## config.mk

```make
export PLATFORM = sky130hd
export DESIGN_NAME = ahb_apb_bridge_p_flat
export DESIGN_NICKNAME = d
export VERILOG_FILES = /design/src/rtl/ahb_apb_bridge_p_if.sv /design/src/rtl/ahb_apb_bridge_p.sv /design/src/flat_wrapper.sv
export SDC_FILE = /design/constraint.sdc
export NUM_CORES = 1
export LEC_CHECK = 0
export ABC_AREA = 1
export BUFFER_PORTS_ARGS = -buffer_cell sky130_fd_sc_hd__buf_2
export CAP_MARGIN = 0
export CORE_MARGIN = 2
export CORE_UTILIZATION = 40
export CTS_BUF_LIST = sky130_fd_sc_hd__clkbuf_4
export DETAILED_ROUTE_END_ITERATION = 12
export PLACE_DENSITY_LB_ADDON = 0.1
export SYNTH_ARGS = -nofsm -noshare
export SYNTH_HDL_FRONTEND = slang
export SYNTH_SLANG_ARGS = --single-unit
```

## constraint.sdc

```tcl
create_clock -name HCLK -period 3.15 [get_ports HCLK]
set_input_delay 0.63 -clock HCLK [delete_from_list [all_inputs] [get_ports HCLK]]
set_output_delay 0.63 -clock HCLK [all_outputs]
set_load 0.01 [all_outputs]
```

## src/rtl/ahb_apb_bridge_p_if.sv

```systemverilog
// AHB-to-APB bridge bus bundle: AHB slave side plus APB master side.
// The slave modport is the bridge's view; the master modport is the surrounding
// system (AHB master plus APB slaves).
interface ahb_apb_bridge_p_if #(
  parameter int unsigned NUM_SLOTS = 16
);
  // AHB side
  logic                 HSEL;
  logic                 HWRITE;
  logic [31:0]          HADDR;
  logic [31:0]          HWDATA;
  logic                 HREADYIN;
  logic [1:0]           HTRANS;
  logic [2:0]           HSIZE;
  logic [3:0]           HPROT;
  logic [31:0]          HRDATA;
  logic                 HREADYOUT;
  logic                 HRESP;
  // APB side
  logic [NUM_SLOTS-1:0] PSEL;
  logic [31:0]          PADDR;
  logic                 PWRITE;
  logic                 PENABLE;
  logic [31:0]          PWDATA;
  logic [3:0]           PSTRB;
  logic [2:0]           PPROT;
  logic [31:0]          PRDATA;
  logic                 PREADY;
  logic                 PSLVERR;

  modport slave (
    input  HSEL, HWRITE, HADDR, HWDATA, HREADYIN, HTRANS, HSIZE, HPROT,
    output HRDATA, HREADYOUT, HRESP,
    output PSEL, PADDR, PWRITE, PENABLE, PWDATA, PSTRB, PPROT,
    input  PRDATA, PREADY, PSLVERR
  );

  modport master (
    output HSEL, HWRITE, HADDR, HWDATA, HREADYIN, HTRANS, HSIZE, HPROT,
    input  HRDATA, HREADYOUT, HRESP,
    input  PSEL, PADDR, PWRITE, PENABLE, PWDATA, PSTRB, PPROT,
    output PRDATA, PREADY, PSLVERR
  );
endinterface

```

## src/rtl/ahb_apb_bridge_p.sv

```systemverilog
// AHB-to-APB bridge with one-hot slot decode from HADDR[SEL_LSB+3:SEL_LSB].
// Illegal slot/size requests take a two-cycle AHB error with no APB activity.
// Optional ACCESS watchdog: define AHB_APB_BRIDGE_TIMEOUT_EN.
module ahb_apb_bridge_p #(
  parameter int unsigned NUM_SLOTS   = 16,
  parameter int unsigned SEL_LSB     = 24,
  parameter int unsigned TIMEOUT_CYC = 255
) (
  input logic               HCLK,
  input logic               HRESET,
  ahb_apb_bridge_p_if.slave bus
);

  typedef enum logic [2:0] {StIdle, StSetup, StAccess, StErr1, StErr2} state_e;

  localparam logic [NUM_SLOTS-1:0] SelOne = NUM_SLOTS'(1);

  state_e         state_q, state_d;
  logic [31:0]    paddr_q;
  logic           pwrite_q;
  logic [3:0]     pstrb_q;
  logic [2:0]     pprot_q;
  logic [3:0]     slot_q;
  logic [31:0]    pwdata_q;

  logic [3:0]     slot;
  logic           valid, slot_ok, size_ok, capture, sample;
  logic [3:0]     strb;
  logic [NUM_SLOTS-1:0] psel;
  logic           penable, hreadyout, hresp;
  logic [31:0]    pwdata;

`ifdef AHB_APB_BRIDGE_TIMEOUT_EN
  logic [15:0]    cnt_q, cnt_d;
`else
  localparam int unsigned UnusedTimeoutCyc = TIMEOUT_CYC;
`endif

  logic [1:0] unused_hprot;
  assign unused_hprot = bus.HPROT[3:2];

  assign slot    = bus.HADDR[SEL_LSB+3:SEL_LSB];
  assign valid   = bus.HSEL & bus.HREADYIN & bus.HTRANS[1];
  assign slot_ok = 32'(slot) < NUM_SLOTS;

  // Size/alignment legality and write strobes for the current address phase.
  always_comb begin
    size_ok = 1'b0;
    strb    = 4'b0000;
    case (bus.HSIZE)
      3'd0: begin
        size_ok = 1'b1;
        strb    = 4'b0001 << bus.HADDR[1:0];
      end
      3'd1: begin
        size_ok = ~bus.HADDR[0];
        strb    = 4'b0011 << bus.HADDR[1:0];
      end
      3'd2: begin
        size_ok = (bus.HADDR[1:0] == 2'b00);
        strb    = 4'b1111;
      end
      default: ;
    endcase
    if (!bus.HWRITE) strb = 4'b0000;
  end

  // Next state and per-state bus outputs.
  always_comb begin
    state_d   = state_q;
    psel      = '0;
    penable   = 1'b0;
    hreadyout = 1'b1;
    hresp     = 1'b0;
    pwdata    = pwdata_q;
    capture   = 1'b0;
    sample    = 1'b0;
`ifdef AHB_APB_BRIDGE_TIMEOUT_EN
    cnt_d     = cnt_q;
`endif
    unique case (state_q)
      StIdle: sample = 1'b1;
      StSetup: begin
        psel      = SelOne << slot_q;
        hreadyout = 1'b0;
        pwdata    = bus.HWDATA;
        state_d   = StAccess;
`ifdef AHB_APB_BRIDGE_TIMEOUT_EN
        cnt_d     = '0;
`endif
      end
      StAccess: begin
        psel      = SelOne << slot_q;
        penable   = 1'b1;
        hreadyout = bus.PREADY & ~bus.PSLVERR;
        if (bus.PREADY) begin
          if (bus.PSLVERR) state_d = StErr1;
          else             sample  = 1'b1;
        end
`ifdef AHB_APB_BRIDGE_TIMEOUT_EN
        else if (cnt_q == 16'(TIMEOUT_CYC)) begin
          // Abandon the stalled slave and report an error to AHB.
          psel    = '0;
          penable = 1'b0;
          state_d = StErr1;
        end else begin
          cnt_d = cnt_q + 16'd1;
        end
`endif
      end
      StErr1: begin
        hresp     = 1'b1;
        hreadyout = 1'b0;
        state_d   = StErr2;
      end
      StErr2: begin
        hresp  = 1'b1;
        sample = 1'b1;
      end
      default: state_d = StIdle;
    endcase
    // Address phase may be accepted in IDLE, ERR2 or a completing ACCESS.
    if (sample) begin
      state_d = StIdle;
      if (valid) begin
        if (slot_ok && size_ok) begin
          state_d = StSetup;
          capture = 1'b1;
        end else begin
          state_d = StErr1;
        end
      end
    end
  end

  // State and address-phase/data registers with synchronous reset.
  always_ff @(posedge HCLK) begin
    if (HRESET) begin
      state_q  <= StIdle;
      paddr_q  <= '0;
      pwrite_q <= 1'b0;
      pstrb_q  <= '0;
      pprot_q  <= '0;
      slot_q   <= '0;
      pwdata_q <= '0;
`ifdef AHB_APB_BRIDGE_TIMEOUT_EN
      cnt_q    <= '0;
`endif
    end else begin
      state_q <= state_d;
      if (capture) begin
        paddr_q  <= bus.HADDR;
        pwrite_q <= bus.HWRITE;
        pstrb_q  <= strb;
        pprot_q  <= {~bus.HPROT[0], 1'b0, bus.HPROT[1]};
        slot_q   <= slot;
      end
      if (state_q == StSetup) pwdata_q <= bus.HWDATA;
`ifdef AHB_APB_BRIDGE_TIMEOUT_EN
      cnt_q <= cnt_d;
`endif
    end
  end

  assign bus.PSEL      = psel;
  assign bus.PENABLE   = penable;
  assign bus.PADDR     = paddr_q;
  assign bus.PWRITE    = pwrite_q;
  assign bus.PSTRB     = pstrb_q;
  assign bus.PPROT     = pprot_q;
  assign bus.PWDATA    = pwdata;
  assign bus.HREADYOUT = hreadyout;
  assign bus.HRESP     = hresp;
  assign bus.HRDATA    = bus.PRDATA;

endmodule

```

## src/flat_wrapper.sv

```systemverilog
// flat-port wrapper written by rule: the top's interface ports become plain ports
module ahb_apb_bridge_p_flat 
#(
  parameter int unsigned NUM_SLOTS   = 16,
  parameter int unsigned SEL_LSB     = 24,
  parameter int unsigned TIMEOUT_CYC = 255
)
  (HCLK, HRESET, bus_HSEL, bus_HWRITE, bus_HADDR, bus_HWDATA, bus_HREADYIN, bus_HTRANS, bus_HSIZE, bus_HPROT, bus_HRDATA, bus_HREADYOUT, bus_HRESP, bus_PSEL, bus_PADDR, bus_PWRITE, bus_PENABLE, bus_PWDATA, bus_PSTRB, bus_PPROT, bus_PRDATA, bus_PREADY, bus_PSLVERR);
  ahb_apb_bridge_p_if #(.NUM_SLOTS(NUM_SLOTS)) bus_i ();
  input logic HCLK;
  input logic HRESET;
  input wire logic [$bits(bus_i.HSEL)-1:0] bus_HSEL;
  input wire logic [$bits(bus_i.HWRITE)-1:0] bus_HWRITE;
  input wire logic [$bits(bus_i.HADDR)-1:0] bus_HADDR;
  input wire logic [$bits(bus_i.HWDATA)-1:0] bus_HWDATA;
  input wire logic [$bits(bus_i.HREADYIN)-1:0] bus_HREADYIN;
  input wire logic [$bits(bus_i.HTRANS)-1:0] bus_HTRANS;
  input wire logic [$bits(bus_i.HSIZE)-1:0] bus_HSIZE;
  input wire logic [$bits(bus_i.HPROT)-1:0] bus_HPROT;
  output wire logic [$bits(bus_i.HRDATA)-1:0] bus_HRDATA;
  output wire logic [$bits(bus_i.HREADYOUT)-1:0] bus_HREADYOUT;
  output wire logic [$bits(bus_i.HRESP)-1:0] bus_HRESP;
  output wire logic [$bits(bus_i.PSEL)-1:0] bus_PSEL;
  output wire logic [$bits(bus_i.PADDR)-1:0] bus_PADDR;
  output wire logic [$bits(bus_i.PWRITE)-1:0] bus_PWRITE;
  output wire logic [$bits(bus_i.PENABLE)-1:0] bus_PENABLE;
  output wire logic [$bits(bus_i.PWDATA)-1:0] bus_PWDATA;
  output wire logic [$bits(bus_i.PSTRB)-1:0] bus_PSTRB;
  output wire logic [$bits(bus_i.PPROT)-1:0] bus_PPROT;
  input wire logic [$bits(bus_i.PRDATA)-1:0] bus_PRDATA;
  input wire logic [$bits(bus_i.PREADY)-1:0] bus_PREADY;
  input wire logic [$bits(bus_i.PSLVERR)-1:0] bus_PSLVERR;
  assign bus_i.HSEL = bus_HSEL;
  assign bus_i.HWRITE = bus_HWRITE;
  assign bus_i.HADDR = bus_HADDR;
  assign bus_i.HWDATA = bus_HWDATA;
  assign bus_i.HREADYIN = bus_HREADYIN;
  assign bus_i.HTRANS = bus_HTRANS;
  assign bus_i.HSIZE = bus_HSIZE;
  assign bus_i.HPROT = bus_HPROT;
  assign bus_HRDATA = bus_i.HRDATA;
  assign bus_HREADYOUT = bus_i.HREADYOUT;
  assign bus_HRESP = bus_i.HRESP;
  assign bus_PSEL = bus_i.PSEL;
  assign bus_PADDR = bus_i.PADDR;
  assign bus_PWRITE = bus_i.PWRITE;
  assign bus_PENABLE = bus_i.PENABLE;
  assign bus_PWDATA = bus_i.PWDATA;
  assign bus_PSTRB = bus_i.PSTRB;
  assign bus_PPROT = bus_i.PPROT;
  assign bus_i.PRDATA = bus_PRDATA;
  assign bus_i.PREADY = bus_PREADY;
  assign bus_i.PSLVERR = bus_PSLVERR;
  ahb_apb_bridge_p #(.NUM_SLOTS(NUM_SLOTS), .SEL_LSB(SEL_LSB), .TIMEOUT_CYC(TIMEOUT_CYC)) u_core (.HCLK(HCLK), .HRESET(HRESET), .bus(bus_i));
endmodule
```

# Yosys cells after proc, flatten, opt, wreduce, memory -nomap -nowiden
# Index checks and enable logic that the tools add are counted.
classes:
  add_sub_neg: 0
  n_mul: 0
  div_mod_pow: 0
  order_cmp: 0
  eq_ne: 9
  shift: 3
  mux: 20
  bitwise_logic: 6
  n_reduce_logical: 8
ops:
  columns: ["cell", "count"]
  rows:
  - ["32-bit two-way mux", 1]
  - ["16-bit two-way mux", 1]
  - ["1-bit by 4-bit << shifter with 16-bit output (first input constant)", 1]
  - ["3-bit two-way mux", 4]
  - ["3-bit one-hot mux with 4 select lines", 1]
  - ["4-bit one-hot mux with 3 select lines", 1]
  - ["3-bit by 2-bit equality test with 1-bit output (second input constant)", 3]
  - ["2-bit OR reduction", 4]
  - ["1-bit two-way mux", 7]
  - ["3-bit by 1-bit equality test with 1-bit output (second input constant)", 2]
  - ["3-bit logical NOT", 2]
  - ["3-bit by 2-bit inequality test with 1-bit output (second input constant)", 2]
  - ["4-bit two-way mux", 1]
  - ["1-bit one-hot mux with 2 select lines", 2]
  - ["1-bit by 2-bit << shifter with 4-bit output (first input constant)", 1]
  - ["2-bit by 2-bit << shifter with 4-bit output (first input constant)", 1]
  - ["1-bit AND", 3]
  - ["3-bit equality test (second input constant)", 1]
  - ["1-bit inverter", 3]
  - ["1-bit one-hot mux with 3 select lines", 1]
  - ["3-bit AND reduction", 1]
  - ["2-bit logical NOT", 1]
  - ["2-bit two-way mux", 1]
  - ["2-bit by 1-bit inequality test with 1-bit output (second input constant)", 1]
totals:
  regBits: 78
  latch_bits: 0
  ram_bits: 0
  mem_bits_ro: 0
  inputBits: 112
  output_inout_bits: 123
  wordCells: 53
  memories: 0

# Longest topological paths before layout
logic_depth:
  word_depth: 5
  ltp_mapped: 12
  ltp_nobuf: 10

# Worst setup path after synthesis
# Ideal clock, no wire load.
synth_timing:
  path_type: "register to output"
  startpoint: "register u_core.state_q[1]"
  endpoint: "output bus_PSEL[0]"
  arrival_time_ns: 1.249
  t_required_ns: 2.520
  setup_slack_ns: 1.271
  path_stages_with_launch: 9
  n_path_buf: 0
  path_cell_list: "dfxtp_1 nand2_2 nor2_4 inv_1 nand2_1 inv_1 nor2_2 inv_1 nor2_1"
synth_between:
  elab_chain_len: 3
  elab_cells_between_ends: 4
  cone_classes: "eq/ne: 2; mux: 1; reduce/logical: 1"
synth_lines:
  columns: ["item", "line", "source"]
  rows:
  - ["start: declaration", "ahb_apb_bridge_p.sv:18", "state_e state_q, state_d;"]
  - ["start signal: assignment", "ahb_apb_bridge_p.sv:139", "state_q <= StIdle;"]
  - ["start signal: assignment", "ahb_apb_bridge_p.sv:150", "state_q <= state_d;"]
  - ["3-bit by 2-bit equality test with 1-bit output / 3-bit by 1-bit equality test with 1-bit output (equally long branches)", "ahb_apb_bridge_p.sv:81", "unique case (state_q)"]
  - ["2-bit OR reduction (no line) (*)", null, null]
  - ["16-bit two-way mux (*)", null, null]
  - ["end: declaration", "flat_wrapper.sv:23", "output wire logic [$bits(bus_i.PSEL)-1:0] bus_PSEL;"]
# Every way passes the cells marked *; elsewhere a longest branch is shown, timed or not.

# Worst setup path in the final report
layout_timing:
  startpoint: "register u_core.state_q[0]"
  endpoint: "output bus_PSEL[0]"
# Same word-level chain as after synthesis.

==> metrics.md <==
| Metric | Value |
|---|---|
| Number of routed nets with antenna violations | 0 |
| Multi-input logic area | 1471 um^2 |
| GR Overflow Total | 0 |
| Chip width | 99.92 um |
| Via count | between 3000 and 4000 |
| Layout cells sized above 1 | a little under two fifths |
| Total track usage | about 17% |
| Die Area | approximately 10000 um^2 |
| CP max-delay cell | dfxtp_1 |
| Setup crit end kind | output pin |
| Core Area | 8806 um^2 |
| Worst EP arrival | roughly 2000 ps |
| Filler Cell Count | slightly above 900 |
| Unique masters post-synth | 28 |
| Final setup vio count | 0 |
| Mapped Cells | slightly above 500 |
| Clk sink count | between 70 and 80 |
| Warnings, synthesis | 0 |
| H-tree depth | 3 |
| Place WS | 994.6 ps |
| Post_cts resized | 0 |
| Worst Path Max Fanout | 6 |
| CP Launch Type | register |
| FF+latch area | approximately 1500 um^2 |
| CTS Hold Buffers Added | 0 |
| Crit path kind | reg -> out |
| Post-synthesis cell area | between 3000 and 4000 um^2 |
| First-pass GRT wire length | 14.15 mm |
| Dpl hpwl | between 6 and 7 mm |
| Util after Layout | around half |
| Critical Path Source | u_core.state_q[0] |
| RSZ-0062 raised after global routing | false |
| CTS tree | built |
| Final Total Pwr | between 1.5 and 2 mW |
| Sequential share of the synthesized area | between 40% and 50% |
| Final count of hold timing violations | 0 |
| DRT Wirelength | approximately 8.6 mm |
| Clk_skew | about 13 ps |
| Num CTS Buffers | 9 |
| WL/cell | roughly 12 um |
| Layout net count | 743 |
| Fin Setup TNS | 0 ps |
| Normalized max-slew margin | about two fifths |
| Hold path startpoint | bus_HADDR[5] |
| Fin. max-slew vios | 0 |
| Final Cycle Share | between 80 and 90% |
| Flops & latches, synth | 74 |
| Placer congestion estimate | about 0.76 |
| Fmax achieved | 384.9 MHz |
| Power Density | 426.2 nW/um^2 |
| R2r startpoint | u_core.state_q[0] |
| Pin count of the biggest net entering global routing | 73 |
| Initial antenna violation count | 0 |
| Initial Utilization | approximately two fifths |
| Max-cap viol count | 0 |
| Clock-pin slew on the worst setup and hold paths | between 100 and 150 ps |
| Status | complete, no violations |
| Clk Latency, worst-skew pair | 420 ps |
| Synth Area per Inst | around 7.3 um^2 |
| Number of buffers and inverters on the critical path | 5 |
| Largest delay share family, worst path | simple AND/OR/NAND/NOR gates |
| Antenna cells | 0 |
| Leakage power total | between 2 and 2.5 nW |
| DR pass1 iterations | 4 |
| Drt initial violations | 95 |
| Port Buffers | about 170 |
| Syn nets | roughly 600 |
| Worst-path cell chain | inv_2 -> nor3_4 -> inv_2 -> nand2_1 -> inv_1 -> nor2_2 -> inv_1 -> nor2_1 -> buf_2 |
| Setup ws final | ~550 ps |
| Drt via density | about 4.5 |
| Fin crit period | approximately 2600 ps |
| Max incr delay on CP | 440 ps |
| # IOs | about 240 |
| Setup bufs post-CTS | 0 |
| Area growth from synthesis to layout | 21.69% |
| Site row count | 34 |
| Clk buf depth | 2 |
| Vias in the first global route | 3192 |
| Reg2Reg Setup Slack | about 1500 ps |
| CP required | ~2500 ps |
| Pin slew with the least headroom to its limit | a little under 900 ps |
| Worst min path class | in -> reg |
| Die Y-Extent | 99.92 um |
| Max rail drop VDD | 224.0 uV |
| Clock Root Buffer | clkbuf_4 |
| Post-route DRC | 0 |
synthesized netlist by cell type (all sizes together):
cell,number,share of area (%)
nand3,9,1.2
conb,1,0.10
o22ai,1,0.17
a211oi,32,6.5
buf,47,9.4
nand2,34,4.1
nor3,7,1.3
nor2,84,9.2
o21ai,35,4.8
or2,34,5.8
dfxtp,74,40
a21oi,42,6.1
clkbuf,11,1.1
inv,91,9.3
nand4,3,0.51
a22oi,1,0.20
where the power goes:
part | total (mW) | internal (mW) | switching [mW]
Combinational | 0.275 | 0.121 | 0.154
Sequential | 0.974 | 0.964 | 0.0100
Clock | 0.660 | 0.320 | 0.339
Total | 1.91 | 1.41 | 0.503
metal layers:
metal	routed length (um)	global-route usage, %	vias up
met1	3810	20.59	1432
met2	3787	28.48	120
li1	-	-	1806
met5	0	0	-
met3	886	7.382	13
met4	109	6.322	0
cell usage in the layout, fill, tap and decap left out, drive strengths merged, types with 3 or more instances in the layout:
master  netlist  routed
a211oi       32      32
a21oi        42      42
buf          47     172
clkbuf       11       9
dfxtp        74      74
inv          91      92
nand2        34      34
nand3         9       9
nand4         3       3
nor2         84      84
nor3          7       7
o21ai        35      35
or2          34      34
path summary, 6_finish.rpt:
check	to	cells past startpoint
hold reg to reg	u_core.bus.PWRITE	2
setup reg to reg	u_core.bus.PADDR[14]	7
setup / recovery	bus_PSEL[0]	9
hold / removal	u_core.bus.PADDR[5]	3
final cells by class:
type / count / share of cell area [%]
well taps: 108 / 3.018
clock inverters: 7 / 2.068
inverters: 91 / 7.628
clock buffers: 9 / 1.509
repair buffers: 172 / 19.84
flip-flops and latches: 74 / 33.08
multi-input cells: 283 / 32.86
kinds of logic (layout without fill, tap and decap cells):
logic type | Yosys count | after routing | synth area share [%]
buf+inv | 149 | 279 | 19.75
simple gates | 171 | 171 | 22.10
compound gates | 111 | 111 | 17.78
other cells | 1 | 1 | 0.1019
flops | 74 | 74 | 40.26
worst min-delay path, delay by kind of cell:
| family | cells | cell delay, ps |
|---|---|---|
| and+or+nand+nor | 2 | 110 |
| buffers and inverters | 1 | 70 |
flip-flops by register name, summed over array words and instances, names as in the netlist:
| signal | flops |
|---|---|
| u_core.bus.PWRITE | 1 |
| u_core.slot_q | 3 |
| u_core.state_q | 3 |
| u_core.bus.PSTRB | 4 |
| u_core.pwdata_q | 32 |
| u_core.bus.PADDR | 29 |
| u_core.bus.PPROT | 2 |
metrics by stage:
step	instances	cell area (um^2)	hold slack [ps]
2_1_floorplan	506	3680	488.3
3_3_place_gp	728	4318	458.6
3_5_place_dp	728	4318	460.3
4_1_cts	744	4478	403.5
5_1_grt	744	4478	404.3
6_report	744	4478	433.6
Note: power is estimated with default switching activity, not from simulation.
